`src/rtl/memwb_multi_pipe_if.sv`:
```
// memwb_multi_pipe_if
//   Per-channel MEM->WB bus for memwb_multi_pipe.
//   in_*  : instruction fields arriving from EX/MEM (driven by master).
//   out_* : registered write-back fields toward the register file (driven by slave).
//   Channel i occupies bit i of valid/we, [i*REG_AW +: REG_AW] of rdest
//   and [i*XLEN +: XLEN] of res.
interface memwb_multi_pipe_if #(
    parameter int XLEN   = 32,
    parameter int NUM_CH = 2,
    parameter int REG_AW = 5
);
    logic [NUM_CH-1:0]        in_valid;
    logic [NUM_CH-1:0]        in_we;
    logic [NUM_CH*REG_AW-1:0] in_rdest;
    logic [NUM_CH*XLEN-1:0]   in_res;
    logic [NUM_CH-1:0]        out_valid;
    logic [NUM_CH-1:0]        out_we;
    logic [NUM_CH*REG_AW-1:0] out_rdest;
    logic [NUM_CH*XLEN-1:0]   out_res;

    modport master (
        output in_valid, in_we, in_rdest, in_res,
        input  out_valid, out_we, out_rdest, out_res
    );

    modport slave (
        input  in_valid, in_we, in_rdest, in_res,
        output out_valid, out_we, out_rdest, out_res
    );
endinterface

```
`src/rtl/memwb_multi_pipe.sv`:
```
// memwb_multi_pipe
//   MEM->WB pipeline register for a NUM_CH-wide issue core.
//   Captures valid / qualified write enable / dest reg / result per channel,
//   supports stall-hold, bubble insertion and flush, suppresses x0 writes,
//   lets the youngest channel win same-register conflicts, and counts
//   retired instructions.
// Ports
//   clk      rising-edge clock
//   rst      synchronous reset, active-low
//   stall    global stall bus; this stage is bit STAGE
//   flush    discard stage contents
//   bus      slave side of memwb_multi_pipe_if (in_* captured, out_* registered)
//   instret  retired-instruction counter (wraps)
module memwb_multi_pipe #(
    parameter int XLEN    = 32,
    parameter int NUM_CH  = 2,
    parameter int REG_AW  = 5,
    parameter int STALL_W = 6,
    parameter int STAGE   = 4,
    parameter int CNT_W   = 64
) (
    input  logic               clk,
    input  logic               rst,
    input  logic [STALL_W-1:0] stall,
    input  logic               flush,
    memwb_multi_pipe_if.slave  bus,
    output logic [CNT_W-1:0]   instret
);
    logic              next_stall;
    logic [NUM_CH-1:0] we_q;
    logic [NUM_CH-1:0] we_fin;
    logic [CNT_W-1:0]  n_valid;

    // The last stage in the bus has no downstream stall to look at.
    generate
        if (STAGE < STALL_W - 1) begin : g_next
            assign next_stall = stall[STAGE+1];
        end else begin : g_last
            assign next_stall = 1'b0;
        end
    endgenerate

    always_comb begin
        we_q    = '0;
        we_fin  = '0;
        n_valid = '0;
        for (int unsigned i = 0; i < NUM_CH; i++) begin
            we_q[i] = bus.in_valid[i] && bus.in_we[i]
                      && (bus.in_rdest[i*REG_AW +: REG_AW] != '0);
            n_valid = n_valid + CNT_W'(bus.in_valid[i]);
        end
        // An older channel loses its write if any younger channel writes the same register.
        we_fin = we_q;
        for (int unsigned i = 0; i < NUM_CH; i++) begin
            for (int unsigned j = i + 1; j < NUM_CH; j++) begin
                if (we_q[i] && we_q[j]
                    && (bus.in_rdest[i*REG_AW +: REG_AW] == bus.in_rdest[j*REG_AW +: REG_AW]))
                    we_fin[i] = 1'b0;
            end
        end
    end

    always_ff @(posedge clk) begin
        if (!rst) begin
            bus.out_valid <= '0;
            bus.out_we    <= '0;
            bus.out_rdest <= '0;
            bus.out_res   <= '0;
            instret       <= '0;
        end else if (flush || (stall[STAGE] && !next_stall)) begin
            bus.out_valid <= '0;
            bus.out_we    <= '0;
            bus.out_rdest <= '0;
            bus.out_res   <= '0;
        end else if (!stall[STAGE]) begin
            bus.out_valid <= bus.in_valid;
            bus.out_we    <= we_fin;
            bus.out_rdest <= bus.in_rdest;
            bus.out_res   <= bus.in_res;
            instret       <= instret + n_valid;
        end
    end
endmodule

```
`src/flat_wrapper.sv`:
```
// flat-port wrapper written by rule: the top's interface ports become plain ports
module memwb_multi_pipe_flat 
#(
    parameter int XLEN    = 32,
    parameter int NUM_CH  = 2,
    parameter int REG_AW  = 5,
    parameter int STALL_W = 6,
    parameter int STAGE   = 4,
    parameter int CNT_W   = 64
)
  (clk, rst, stall, flush, instret, bus_in_valid, bus_in_we, bus_in_rdest, bus_in_res, bus_out_valid, bus_out_we, bus_out_rdest, bus_out_res);
  memwb_multi_pipe_if #(.XLEN(XLEN), .NUM_CH(NUM_CH), .REG_AW(REG_AW)) bus_i ();
  input  logic clk;
  input  logic rst;
  input  logic [STALL_W-1:0] stall;
  input  logic flush;
  output logic [CNT_W-1:0] instret;
  input wire logic [$bits(bus_i.in_valid)-1:0] bus_in_valid;
  input wire logic [$bits(bus_i.in_we)-1:0] bus_in_we;
  input wire logic [$bits(bus_i.in_rdest)-1:0] bus_in_rdest;
  input wire logic [$bits(bus_i.in_res)-1:0] bus_in_res;
  output wire logic [$bits(bus_i.out_valid)-1:0] bus_out_valid;
  output wire logic [$bits(bus_i.out_we)-1:0] bus_out_we;
  output wire logic [$bits(bus_i.out_rdest)-1:0] bus_out_rdest;
  output wire logic [$bits(bus_i.out_res)-1:0] bus_out_res;
  assign bus_i.in_valid = bus_in_valid;
  assign bus_i.in_we = bus_in_we;
  assign bus_i.in_rdest = bus_in_rdest;
  assign bus_i.in_res = bus_in_res;
  assign bus_out_valid = bus_i.out_valid;
  assign bus_out_we = bus_i.out_we;
  assign bus_out_rdest = bus_i.out_rdest;
  assign bus_out_res = bus_i.out_res;
  memwb_multi_pipe #(.XLEN(XLEN), .NUM_CH(NUM_CH), .REG_AW(REG_AW), .STALL_W(STALL_W), .STAGE(STAGE), .CNT_W(CNT_W)) u_core (.clk(clk), .rst(rst), .stall(stall), .flush(flush), .bus(bus_i), .instret(instret));
endmodule
```
`config.mk`:
```
export PLATFORM = sky130hd
export DESIGN_NAME = memwb_multi_pipe_flat
export DESIGN_NICKNAME = d
export VERILOG_FILES = /design/src/rtl/memwb_multi_pipe_if.sv /design/src/rtl/memwb_multi_pipe.sv /design/src/flat_wrapper.sv
export SDC_FILE = /design/constraint.sdc
export NUM_CORES = 1
export LEC_CHECK = 0
export CAP_MARGIN = 10
export CORE_ASPECT_RATIO = 1.25
export CORE_UTILIZATION = 44
export DETAILED_ROUTE_END_ITERATION = 12
export GPL_TIMING_DRIVEN = 0
export PLACE_DENSITY = 0.8
export SYNTH_ARGS = -nofsm -noshare
export SYNTH_HDL_FRONTEND = slang
export SYNTH_SLANG_ARGS = --single-unit
```
`constraint.sdc`:
```
create_clock -name clk -period 3.5 [get_ports clk]
set_clock_uncertainty 0.1 [all_clocks]
set_input_delay 0.7 -clock clk [delete_from_list [all_inputs] [get_ports clk]]
set_output_delay 0.7 -clock clk [all_outputs]
set_load 0.05 [all_outputs]
```
# After elaboration in Yosys (flattened, before gate mapping)
# Cells that the tools add are included.
word_totals:
  regBits: 142
  input_bits: 87
classes:
  n_reduce_logical: 13
  eq_ne: 1
  bitwise_logic: 3
  n_addsub: 2
  mux: 1
ops:
  columns: ["op", "count"]
  rows:
  - ["adder 64 bit", 1]
  - ["nonzero test 5 bit", 2]
  - ["logical AND 1 bit", 7]
  - ["== test 5 bit", 1]
  - ["inverter 1 bit", 3]
  - ["adder 1 x 1 -> 2 bit", 1]
  - ["AND reduction 2 bit", 1]
  - ["OR reduction 2 bit", 1]
  - ["logical NOT 1 bit", 1]
  - ["logical OR 1 bit", 1]
  - ["2-to-1 mux 1 bit", 1]

# Depth between registers and ports, before layout
# Gate-level depths: netlist of the first run.
logic_depth:
  ltp_word: 5
  ltp_mapped: 10
  mapped_depth_nobuf: 9

# Least setup slack after synthesis of the first run
# Ideal clock, no wire load.
synth_path:
  path_type: "input port to flip-flop"
  from: "input bus_in_valid[0]"
  to: "register u_core.instret[62]"
  setup_slack_ns: 0.372
  setup_ns: 0.070
  path_stages: 9
  t_arrival_ns: 2.957
  path_buffers: 1
  required_time_ns: 3.330
  cell_sequence: "ha_1 -> ha_1 -> inv_1 -> fa_1 -> nor4_4 -> nand4_4 -> buf_6 -> or4_1 -> a21oi_1"
synth_between:
  elab_chain_cells: 2
synth_lines:
  columns: ["element", "line", "rtl"]
  rows:
  - ["start, declared", "flat_wrapper.sv:18", "input wire logic [$bits(bus_i.in_valid)-1:0] bus_in_valid;"]
  - ["adder 1 x 1 -> 2 bit", "memwb_multi_pipe.sv:50", "n_valid = n_valid + CNT_W'(bus.in_valid[i]);"]
  - ["adder 64 bit", "memwb_multi_pipe.sv:80", "instret <= instret + n_valid;"]
  - ["end signal, assigned", "memwb_multi_pipe.sv:80", null]
  - ["end, declared", "memwb_multi_pipe.sv:27", "output logic [CNT_W-1:0] instret"]
# Every way passes these cells.
# A chain may end at the register's enable or synchronous reset.

# Worst setup path in the final report of the first run
layout_path:
  from: "input bus_in_valid[1]"
  to: "register u_core.instret[52]"
# The elaborated chain is that of the path after synthesis.

==> out/summary.txt, run 1 <==
Run status - finished, final reports clean
Power Density - 444 nW/um^2
Pleak - 0.00333 uW
Worst setup EP type - flip-flop
Synth Area per Inst - 9.36 um^2
Ant diodes - 0
Post-synth top area share - 47.9%
Clk buf depth - 2
Dpl ws - -0.515 ns
Setup violators final - 0
RR Startpoint - u_core.instret[9]
Critical Path RT - 3.74 ns
Drt first pass iters - 4
Tmin final - 3.30 ns
Seq cells post-synth - 142
Synth cell count leaders - dfxtp_1, nor2_1, mux2i_1
Final wirelength - 17,500 um
Crit share post-route - 94.4%
Die height - 132 um
Crit Path Category - primary input to flip-flop
Worst Min Path Start - u_core.bus.out_we[0]
RSZ-0062 raised after global routing - false
EDFF count, synth - 0
TritonCTS Buffers - 17
Worst reg2reg path endpoint - u_core.instret[51]
Mapped Cells - 634
Global-route wire length before repair - 27,900 um
Hold-critical path depth - 2
Largest net degree at the start of global routing - 17
Worst Reg-to-Reg Cells - 7
Post-DRT Antenna Nets - 0
Die W - 106 um
WL per Instance - 16.4 um
CTS tree - built
Worst-path maximum fanout - 6
Die Footprint - 14,000 um^2
DRT iter0 DRCs - 227
Hold EP - u_core.bus.out_we[0]
Clock insertion delay at the later pin of the skew report - 0.41 ns
Register Area - 2840 um^2
DR vias - 5,651
Clk slew on worst S/H paths - 0.06 ns
Pins Over Slew Limit - 0
Post-synth cell types - 40
Remaining Overflow, GRT - 0
Syn_nets - 725
Nets - 971
Max-cap violations - 0
Worst setup SP type - primary input
Vias per cell - 5.31
DRC viols - 0
Antenna violations before repair - 0
Layout cells sized above 1 - 5.04%
Clk root buf - clkbuf_16
Seq/Total Area, Yosys - 47.9%
Slew margin rel. - 29.7%
Slew @ Worst Pin - 1.05 ns
Final Hold Viols - 0
Reg2Reg Setup Slack - 0.54 ns
Fill count - 1,014
H-tree depth - 4
Main area contributors after synthesis - dfxtp_1, mux2i_1, nor2_1, a21oi_1, xor2_1
Inst Count DP - 1,029
VDD IR max - 322 uV
RD Place Congestion - 0.872
Total chip power - 4030 uW
Total Routing Usage GR - 25.3%
Placed Area - 8390 um^2
Area of the multi-input gates - 2950 um^2
Ys flop type - dfxtp_1
Layout Cells excl Fill - 1,064
Worst hold-check path type - flip-flop to flip-flop
Port Buffer Count - 224
# rows - 47
Vias in the first global route - 5,391
Final worst slack - 0.196 ns
Fin area - 9080 um^2
HPWL after DPL - 13,000 um
Critical Path AT - 3.54 ns
IO Pins - 229
Max Freq - 303 MHz
Layout area overhead - 53.0%
Num Clock Sinks - 142
Most common cell in the netlist - dfxtp_1
Dominant cell type by area after synthesis - dfxtp_1
Starting Density - 44.9%
Post-Syn Area - 5940 um^2
Asr flop ratio synth - 0%
Core area - 13,200 um^2
Warnings from Yosys - 0
## final cells by class
class / instances / area share, %
inverter: 9 / 0.372
tap: 171 / 2.36
clock inverter: 13 / 2.31
multi-input combinational: 454 / 32.5
sequential: 142 / 31.3
timing repair buffer: 227 / 24.9
clock buffer: 19 / 4.77
buffer: 29 / 1.46
## worst max-delay path, stage by stage
cell and delay (ns):
clkdlybuf4s50_1 0.47, ha_1 0.31, ha_1 0.18, inv_1 0.06
fa_2 0.38, nor4_4 0.38, buf_4 0.21, nand2_1 0.17
or4_1 0.55, a21oi_1 0.15
## layout by cell type (no fill, tap or decap), drive strengths merged
| master | Yosys | layout |
|---|---|---|
| a211o | 1 | 1 |
| a211oi | 1 | 1 |
| a21oi | 35 | 35 |
| and2 | 7 | 7 |
| and3 | 6 | 6 |
| and4 | 11 | 11 |
| buf | 6 | 9 |
| bufinv | 0 | 5 |
| clkbuf | 23 | 42 |
| clkdlybuf4s50 | 0 | 224 |
| clkinv | 1 | 4 |
| clkinvlp | 0 | 2 |
| dfxtp | 142 | 142 |
| fa | 1 | 1 |
| ha | 3 | 3 |
| inv | 8 | 11 |
| mux2i | 76 | 76 |
| nand2 | 27 | 27 |
| nand3 | 21 | 21 |
| nand3b | 1 | 1 |
| nand4 | 26 | 26 |
| nand4b | 1 | 1 |
| nor2 | 114 | 114 |
| nor2b | 1 | 1 |
| nor3 | 7 | 7 |
| nor4 | 7 | 7 |
| o2111ai | 1 | 1 |
| o21a | 2 | 2 |
| o21ai | 19 | 19 |
| o21bai | 1 | 1 |
| o311a | 1 | 1 |
| o31ai | 12 | 12 |
| or2 | 1 | 1 |
| or3 | 21 | 21 |
| or4 | 15 | 15 |
| or4bb | 1 | 1 |
| xnor2 | 14 | 14 |
| xor2 | 20 | 20 |
## registers in the layout (all words and copies together) (netlist names)
| name | count |
|---|---|
| u_core.bus.out_rdest | 10 |
| u_core.bus.out_res | 64 |
| u_core.bus.out_valid | 2 |
| u_core.bus.out_we | 2 |
| u_core.instret | 64 |
## worst max-delay path by stage
stage               startpoint                 end  slack [ns]
2_1_floorplan  bus_in_valid[0]  u_core.instret[62]        0.37
3_3_place_gp   bus_in_valid[1]  u_core.instret[62]       -0.51
3_5_place_dp   bus_in_valid[1]  u_core.instret[42]       -0.51
4_1_cts        bus_in_valid[1]  u_core.instret[42]        0.10
5_1_grt        bus_in_valid[1]  u_core.instret[52]        0.06
6_report       bus_in_valid[1]  u_core.instret[52]        0.20
## where the power goes
group          switching, uW  total, uW  internal, uW
Sequential              15.0       1660          1640
Clock                    709       1980          1270
Combinational            209        390           181
## metal layers
layer | wire length (um) | vias to the layer above | track usage [%]
met2 | 8760 | 240 | 43.8
met4 | 314 | 0 | 7.56
met1 | 6800 | 2641 | 28.6
met5 | 0 | - | 0
met3 | 1590 | 26 | 9.74
li1 | - | 2744 | -
## kinds of logic after synthesis
group / after synthesis / synth area share [%]
flip-flops: 142 / 47.9
AO/OA/AOI/OAI: 73 / 7.04
adder cells (fa/ha/maj): 4 / 0.970
AND/OR/NAND/NOR: 267 / 23.5
multiplexers: 76 / 12.8
XOR/XNOR: 34 / 5.02
buffers and inverters: 38 / 2.78
## per-stage QoR
stage          TNS (ns)  hold slack (ns)  utilization (%)
2_1_floorplan         0            0.584                -
3_3_place_gp      -8.54            0.352             63.4
3_5_place_dp      -9.49            0.359             63.4
4_1_cts               0            0.368             68.3
5_1_grt               0            0.401             68.6
6_report              0            0.365             68.6
## what timing repair did
| item | 4_1_cts | 5_1_grt |
|---|---|---|
| hold buffers | 0 | 0 |
| hold endpoints to repair | 0 | 0 |
| resized for setup | 0 | 6 |
| pin swaps | 1 | 2 |
| setup endpoints to repair | 8 | 19 |
| setup buffers | 1 | 2 |
No activity file was read; power rests on OpenSTA's default activity.
==> run 2, diff against run 1 <==
Settings changed: CORE_UTILIZATION 44 to 37, PLACE_DENSITY 0.8 to 0.69.
==> run 2 against run 1 <==
Net effect: core utilization fell by 10 points; clock-buffer cell count increased by 1; clock power is 3% lower; worst setup slack got worse by 0.066 ns; sequential power is essentially flat; combinational power barely moved; largest power group unchanged; hold slack gained 0.0022 ns; largest cell class unchanged; sequential share of layout area shrank 0.069 points.
==> out/summary.txt, run 2 (synthesis results as in run 1) <==
Run status - finished, final reports clean
RD Place Congestion - 0.856 (-1.8%)
Layout Cells excl Fill - 1,103 (+3.7%)
Core area - 15,600 um^2 (+18%)
VDD IR max - 285 uV (-11%)
Fill count - 1,407 (+39%)
Post-DRT Antenna Nets - 0 (unchanged)
Hold-critical path depth - 2 (unchanged)
WL per Instance - 15.9 um (-3.0%)
Crit Path Category - primary input to flip-flop
IO Pins - 229 (unchanged)
Layout cells sized above 1 - 4.94% (-0.10 points)
Commonest cells after routing, fill and taps aside - clkdlybuf4s50_1, dfxtp_1, nor2_1, mux2i_1, a21oi_1
Clk root buf - clkbuf_16
Port Buffer Count - 224 (unchanged)
Setup crit start - bus_in_valid[1]
Antenna violations before repair - 0 (unchanged)
Worst setup EP type - flip-flop
Die Footprint - 16,600 um^2 (+19%)
Tmin final - 3.37 ns (+0.0659 ns)
CTS tree - built
DRT iter0 DRCs - 351 (+55%)
Total Routing Usage GR - 21.9% (-3.4 points)
Worst-path maximum fanout - 10 (+4)
H-tree depth - 4 (unchanged)
Pleak - 0.00330 uW (-0.93%)
Clk buf depth - 2 (unchanged)
Vias in the first global route - 5,366 (-0.46%)
Slew @ Worst Pin - 1.18 ns (+0.134 ns)
Drt first pass iters - 5 (+1)
HPWL after DPL - 13,200 um (+1.8%)
Ant diodes - 0 (unchanged)
Critical Path RT - 3.69 ns (-0.05 ns)
TritonCTS Buffers - 17 (unchanged)
Max Freq - 297 MHz (-2.0%)
Pins Over Slew Limit - 0 (unchanged)
Vias per cell - 5.03 (-5.3%)
Max-cap violations - 0 (unchanged)
Die height - 144 um (+8.9%)
Worst hold-check path type - flip-flop to flip-flop
Setup violators final - 0 (unchanged)
Global-route wire length before repair - 27,800 um (-0.62%)
Nets - 969 (-0.21%)
Slew margin rel. - 20.7% (-9.0 points)
Commonest non-fill, non-tap cell in the layout - clkdlybuf4s50_1
Num Clock Sinks - 142 (unchanged)
Final wirelength - 17,600 um (+0.55%)
RSZ-0062 raised after global routing - false
Starting Density - 38.0% (-6.9 points)
Power Density - 437 nW/um^2 (-1.4%)
Finished Core Util - 58.2% (-10 points)
Top Registers - u_core.bus.out_res (64), u_core.instret (64), u_core.bus.out_rdest (10)
Crit share post-route - 96.3% (+1.9 points)
Layout area overhead - 53.3%
Clock insertion delay at the later pin of the skew report - 0.42 ns (about the same)
RR Startpoint - u_core.instret[9]
DRC viols - 0 (unchanged)
Final Hold Viols - 0 (unchanged)
# rows - 51 (+8.5%)
DR vias - 5,547 (-1.8%)
Worst setup SP type - primary input
Critical Path AT - 3.56 ns (+0.02 ns)
Worst Reg-to-Reg Cells - 7 (unchanged)
Die W - 115 um (+8.9%)
Inst Count DP - 1,070 (+4.0%)
Clk slew on worst S/H paths - 0.06 ns (about the same)
Largest net degree at the start of global routing - 17 (unchanged)
Remaining Overflow, GRT - 0 (unchanged)
Worst Min Path Start - u_core.bus.out_we[0]
==> run 2: cell types whose count changed in the layout (fill, tap and decap cells not counted) <==
cell / delta
clkbuf_8: +1
o31ai_1: -1
nor4_4: -1
nor4_2: +1
clkinv_2: -1
o31ai_2: +1
inv_6: -1
buf_4: -2
bufinv_16: -1
clkinv_4: +2
==> run 2: final cells by class <==
type | count | area, um^2 | share of cell area, %
plain buffers | 29 | 133 | 1.46
flip-flops and latches | 142 | 2840 | 31.2
well taps | 212 | 265 | 2.91
inverters | 9 | 33.8 | 0.371
multi-input cells | 454 | 2950 | 32.4
clock inverters | 12 | 184 | 2.02
clock buffers | 20 | 447 | 4.91
repair buffers | 225 | 2250 | 24.7
==> run 2: per-stage QoR <==
step / worst slack (ns) / total power, uW / hold WS (ns) / TNS (ns) / cell area (um^2)
after floorplan: 0.372 / 1900 / 0.584 / 0 / 5940
after global placement: -0.570 / 2080 / 0.352 / -11.48 / 8440
after detailed placement: -0.591 / 2080 / 0.361 / -12.29 / 8440
after CTS: 0.0308 / 4020 / 0.371 / 0 / 9080
after global routing: 0.0123 / 4110 / 0.392 / 0 / 9100
final: 0.130 / 3980 / 0.367 / 0 / 9100
==> run 2: where the power goes <==
group	switching (uW)	internal [uW]
logic	209	181
registers	14.5	1640
clock network	714	1220
==> run 2: metal layers <==
| metal | vias up | wire, um | track usage, % |
|---|---|---|---|
| li1 | 2737 | - | - |
| met1 | 2566 | 6950 | 24.7 |
| met2 | 216 | 8450 | 36.1 |
| met3 | 28 | 1820 | 9.95 |
| met4 | 0 | 341 | 8.07 |
| met5 | - | 0 | 0 |
==> run 2: path summary, 6_finish.rpt <==
kind / to / slack, ns
setup reg to reg: u_core.instret[55] / 0.45
hold / removal: u_core.bus.out_we[0] / 0.37
hold reg to reg: u_core.bus.out_we[0] / 0.37
setup / recovery: u_core.instret[60] / 0.13
==> run 2: critical path: stages <==
cell	delay, ns
clkdlybuf4s50_1	0.47
ha_1	0.30
ha_1	0.17
inv_1	0.06
fa_2	0.39
nor4_4	0.40
nand4_4	0.22
buf_6	0.23
clkbuf_2	0.22
o31ai_1	0.29
a21oi_1	0.09
==> run 2: what timing repair did <==
item                                    4_1_cts  5_1_grt
setup buffers                                 1        0
resized for setup                             0        6
pin swaps                                     1        1
endpoints found under the setup margin        9       18
hold buffers                                  0        0
